--- config.mk ---
export PLATFORM = sky130hd
export DESIGN_NAME = control_sequencer
export DESIGN_NICKNAME = d
export VERILOG_FILES = /design/src/rtl/control_sequencer.sv
export SDC_FILE = /design/constraint.sdc
export NUM_CORES = 1
export LEC_CHECK = 0
export ABC_AREA = 1
export CORE_ASPECT_RATIO = 0.75
export CORE_MARGIN = 3
export CORE_UTILIZATION = 28
export DETAILED_ROUTE_END_ITERATION = 7
export PLACE_DENSITY_LB_ADDON = 0.25
export SLEW_MARGIN = 5
export SYNTH_ARGS = -nofsm -noshare
export SYNTH_HDL_FRONTEND = slang
export SYNTH_SLANG_ARGS = --single-unit
--- constraint.sdc ---
create_clock -name clock -period 1.9 [get_ports clock]
set_clock_uncertainty 0.2 [all_clocks]
set_input_delay 0.475 -clock clock [delete_from_list [all_inputs] [get_ports clock]]
set_output_delay 0.475 -clock clock [all_outputs]
set_load 0.02 [all_outputs]
--- src/rtl/control_sequencer.sv ---
// Control-unit sequencer: fetch (T0-T2) then execute (T3-T6) for three-operand, MUL/DIV and illegal ops.
// Optional build macro SEQ_SINGLE_STEP_EN adds a `step` input that gates every non-IDLE transition.
module control_sequencer (
  input  logic        clock,
  input  logic        clear,
  input  logic        run,
`ifdef SEQ_SINGLE_STEP_EN
  input  logic        step,
`endif
  input  logic [31:0] IR,
  output logic [4:0]  BusDataSelect,
  output logic [3:0]  GP_addr,
  output logic        e_PC,
  output logic        e_IR,
  output logic        e_Y,
  output logic        e_Z,
  output logic        e_HI,
  output logic        e_LO,
  output logic        e_MDR,
  output logic        e_MAR,
  output logic        e_GP,
  output logic        incPC,
  output logic        MDR_read,
  output logic [3:0]  ALU_op,
  output logic        busy,
  output logic        done,
  output logic        illegal
);

  localparam logic [4:0] SEL_ZHI = 5'b10010;
  localparam logic [4:0] SEL_ZLO = 5'b10011;
  localparam logic [4:0] SEL_PC  = 5'b10100;
  localparam logic [4:0] SEL_MDR = 5'b10101;
  localparam logic [3:0] OP_MUL  = 4'b0101;
  localparam logic [3:0] OP_DIV  = 4'b0110;

  typedef enum logic [2:0] {IDLE, T0, T1, T2, T3, T4, T5, T6} state_t;

  state_t     state;
  state_t     state_next;
  logic       illegal_q;
  logic [3:0] ra;
  logic [3:0] rb;
  logic [3:0] rc;
  logic [3:0] op;
  logic       is_illegal;
  logic       is_muldiv;
  logic       advance;
  logic       unused_ir_bits;

  assign ra             = IR[26:23];
  assign rb             = IR[22:19];
  assign rc             = IR[18:15];
  assign op             = IR[30:27];
  assign is_illegal     = IR[31];
  assign is_muldiv      = !is_illegal && ((op == OP_MUL) || (op == OP_DIV));
  assign unused_ir_bits = ^IR[14:0];

`ifdef SEQ_SINGLE_STEP_EN
  assign advance = step;
`else
  assign advance = 1'b1;
`endif

  always_ff @(posedge clock or posedge clear) begin
    if (clear) state <= IDLE;
    else       state <= state_next;
  end

  // Sticky until reset; the T3 decode term below makes it visible within T3 itself.
  always_ff @(posedge clock or posedge clear) begin
    if (clear)                                illegal_q <= 1'b0;
    else if ((state == T3) && is_illegal)     illegal_q <= 1'b1;
  end

  always_comb begin
    state_next = state;
    case (state)
      IDLE: if (run) state_next = T0;
      T0:   state_next = T1;
      T1:   state_next = T2;
      T2:   state_next = T3;
      T3:   state_next = is_illegal ? (run ? T0 : IDLE) : T4;
      T4:   state_next = T5;
      T5:   state_next = is_muldiv ? T6 : (run ? T0 : IDLE);
      T6:   state_next = run ? T0 : IDLE;
      default: state_next = IDLE;
    endcase
    if ((state != IDLE) && !advance) state_next = state;
  end

  // Moore decode of state and IR fields.
  always_comb begin
    BusDataSelect = 5'd0;
    GP_addr       = 4'd0;
    e_PC          = 1'b0;
    e_IR          = 1'b0;
    e_Y           = 1'b0;
    e_Z           = 1'b0;
    e_HI          = 1'b0;
    e_LO          = 1'b0;
    e_MDR         = 1'b0;
    e_MAR         = 1'b0;
    e_GP          = 1'b0;
    incPC         = 1'b0;
    MDR_read      = 1'b0;
    ALU_op        = 4'd0;
    done          = 1'b0;
    busy          = (state != IDLE);
    illegal       = illegal_q || ((state == T3) && is_illegal);
    case (state)
      T0: begin
        BusDataSelect = SEL_PC;
        e_MAR         = 1'b1;
        incPC         = 1'b1;
        e_Z           = 1'b1;
      end
      T1: begin
        BusDataSelect = SEL_ZLO;
        e_PC          = 1'b1;
        MDR_read      = 1'b1;
        e_MDR         = 1'b1;
      end
      T2: begin
        BusDataSelect = SEL_MDR;
        e_IR          = 1'b1;
      end
      T3: begin
        if (is_illegal) begin
          done = 1'b1;
        end else begin
          BusDataSelect = is_muldiv ? 5'(ra) : 5'(rb);
          e_Y           = 1'b1;
        end
      end
      T4: begin
        BusDataSelect = is_muldiv ? 5'(rb) : 5'(rc);
        e_Z           = 1'b1;
        ALU_op        = op;
      end
      T5: begin
        BusDataSelect = SEL_ZLO;
        if (is_muldiv) begin
          e_LO = 1'b1;
        end else begin
          GP_addr = ra;
          e_GP    = 1'b1;
          done    = 1'b1;
        end
      end
      T6: begin
        BusDataSelect = SEL_ZHI;
        e_HI          = 1'b1;
        done          = 1'b1;
      end
      default: ;
    endcase
  end

endmodule

==> results.md <==
* Leakage power at around 0.86 nW
* Reg2Reg Capture Point: state[1]
* GRT Total Usage at between 20% and 30%
* Number of global-route vias before repair at 1081
* Hold Crit Class: input pin to asynchronous set/reset pin
* Worst-Margin Slew at around 0.24 ns
* PD cells at between 1000 and 1500 nW/µm²
* Largest net degree at the start of global routing at 8
* Share of layout cells above drive strength 1 at between 60% and 70%
* Cell Area, Synth at 599 µm²
* GR peak layer: met2
* Met3 usage at between 4 and 5%
* Fin cells at between 200 and 250
* Grt met1 use at a little under a third
* Die Ht at roughly 46 µm
* Fmax at approximately 470 MHz
* Syn Inst Count at 110
* # rows at 13
* Area growth, synth to finish at 170%
* R2R depth at 7
* Failing checks: negative setup slack
* Clk Latency, worst-skew pair at between 0.2 and 0.3 ns
* Clock share of power at roughly 6.5%
* Post-DP HPWL at about 1.8 mm
* Pins over their slew limit at 0
* CTS tree: built
* GP Congestion at roughly 0.86
* Starting Density at ~32%
* Critical path arrival at about 1.5 ns
* Crit. End Element: output port
* Post-route antenna net violation count at 0
* Yosys reg bits at 4
* Rel. slew slack at between 80% and 90%
* Avg Cell Area, Syn at between 5 and 6 µm²
* Synthesized Nets at ~150
* GRT overflow at 0
* Comb pwr share at 84.1%
* Residual DRC at 0
* Clk pin slew, worst setup/hold paths at about 0.050 ns
* Core Area at ~1900 µm²
* Final Util at 86.6%
* Worst R2R Start: state[2]
* Unrepaired setup endpoints after global routing: yes
* Final hold violations at 0
* Status: complete, but fails checks
* Power Internal at 0.948 mW
* Register-to-register setup slack at 0.26 ns
* Post-layout nets at approximately 230
* WS Path Type: flip-flop to output port
* Detailed-router iteration count before antenna repair at 4
* Seq/Total Area, Yosys at approximately 17%
* Vias at ~1100
* Met2 Resource Use GR at 47.7%
* Die width at ~59 µm
* I/O pin total at 62
* WP data required at 1.22 ns
* Detailed-route vias per instance at 5.14
* CTS Buf Count at 3
* Crit start category: flip-flop
* Die ar. at approximately 2700 µm²
* DRT iter0 DRCs at 70
* Post-layout minimum cycle time at ~2.1 ns
* Synth Warn # at 0
* Period Utilization, post-route at 112%
* Initial antenna violation count at 0
* CTS sink count at 4
* Sequential power share at around a tenth
* First-pass GRT wire length at between 5 and 6 mm
* CTS Hold Buffers Added at 0
* Max VDD drop at approximately 1200 µV
* # diodes at 0
* Switching Power at between 0.9 and 1 mW
* WL per Instance at 18.0 µm
* Hold slack at around 0.26 ns
* Final setup vio count at 25
* IO Port Bufs at 46
* Yosys cell types at 15
* Max cap viols at 0
* Post-Place Cells at roughly 190
* PnR worst setup slack at -0.234 ns
* Clock buffer depth at 2
* Sw Share at between 50% and 60%
* H-Tree Depth at 1
* Clock Tree Root: clkbuf_4
* Crit path max fanout at 5
* Final setup TNS at -2.99 ns
* Final WL at 3.83 mm
==> power groups by stage <==
stage	Clock, mW	Sequential, mW	Combinational [mW]
floorplan	0	0.142	0.558
global placement	0	0.147	1.11
detailed placement	0	0.147	1.13
CTS	0.114	0.151	1.36
global route	0.133	0.183	1.67
finish	0.124	0.180	1.61
==> final cells by class <==
cell class                      count  area (µm²)
Inverter                           31         129
Clock buffer                        3        22.5
Timing Repair Buffer               81         761
Fill cell                          95         251
Tap cell                           22        27.5
Sequential cell                     4         103
Multi-Input combinational cell     72         577
==> critical path, cell delays in order, from the launching register on <==
cell and delay [ns]:
dfrtp_2 0.46, inv_4 0.10, nand3_4 0.09, nor2_4 0.16, buf_12 0.14, nand3_4 0.06, nand3_2 0.07, buf_6 0.12
==> cell usage after synthesis <==
library cell,n,area share (%)
nand2_2,3,3.1
nor2_2,2,2.1
o21ai_2,1,1.5
buf_4,3,3.8
inv_1,24,15
nor2_1,14,8.8
nand2_1,24,15
nor3_1,1,0.83
nor2_8,1,3.3
dfrtp_1,4,17
nand3_1,20,17
nand4_1,3,3.1
nand2_4,2,3.8
inv_2,7,4.4
buf_6,1,1.9
==> sequential cells by signal, indices dropped and copies added, names as in the netlist <==
register,flops
state,3
illegal_q,1
==> routing by layer <==
| layer | part of all wire [%] | up-vias |
|---|---|---|
| li1 | - | 493 |
| met1 | 40 | 516 |
| met2 | 48 | 70 |
| met3 | 8.1 | 16 |
| met4 | 3.5 | 0 |
| met5 | 0 | - |
==> cell usage in the layout, fill, tap and decap left out <==
master	count
inv_4	5
nand2_1	18
clkbuf_4	3
nand2_2	5
dfrtp_1	2
nand3_1	6
nor2_1	2
buf_12	3
nand4_1	3
buf_4	31
dfrtp_2	2
nor2_2	8
nor2_8	1
inv_1	18
nor2_4	6
nor3_4	1
nand2_8	2
buf_6	26
inv_2	8
nand2_4	5
nand3_4	3
buf_2	7
clkdlybuf4s50_1	14
o21ai_2	1
nand3_2	11
==> per-stage QoR <==
stage,worst slack [ns],area [µm²],total power [mW]
final,-0.234,1620,1.92
after global routing,-0.289,1620,1.99
after CTS,-0.167,1470,1.63
after detailed placement,-0.975,1210,1.28
after global placement,-0.921,1210,1.26
after floorplan,0.00295,604,0.701
==> how the worst max path moves through the flow <==
stage,from,endpoint,slack [ns],depth (start not counted)
5_1_grt,state[1],BusDataSelect[0],-0.29,7
6_report,state[1],BusDataSelect[0],-0.23,7
3_3_place_gp,IR[28],done,-0.92,10
4_1_cts,IR[31],done,-0.17,10
3_5_place_dp,IR[29],done,-0.98,9
2_1_floorplan,IR[27],BusDataSelect[1],0.003,8
==> logic make-up after synthesis <==
| logic type | count (synthesis) | synth area share [%] |
|---|---|---|
| buffers and inverters | 35 | 25.1 |
| flip-flops | 4 | 16.7 |
| AND/OR/NAND/NOR | 70 | 56.8 |
| AO/OA/AOI/OAI | 1 | 1.46 |
==> what timing repair did <==
action | 4_1_cts | 5_1_grt
pin swaps | 23 | 11
endpoints found under the setup margin | 27 | 27
gates cloned | 1 | 0
buffers inserted | 12 | 5
gates resized for setup | 201 | 38
Note: power is estimated with default switching activity, not from simulation.
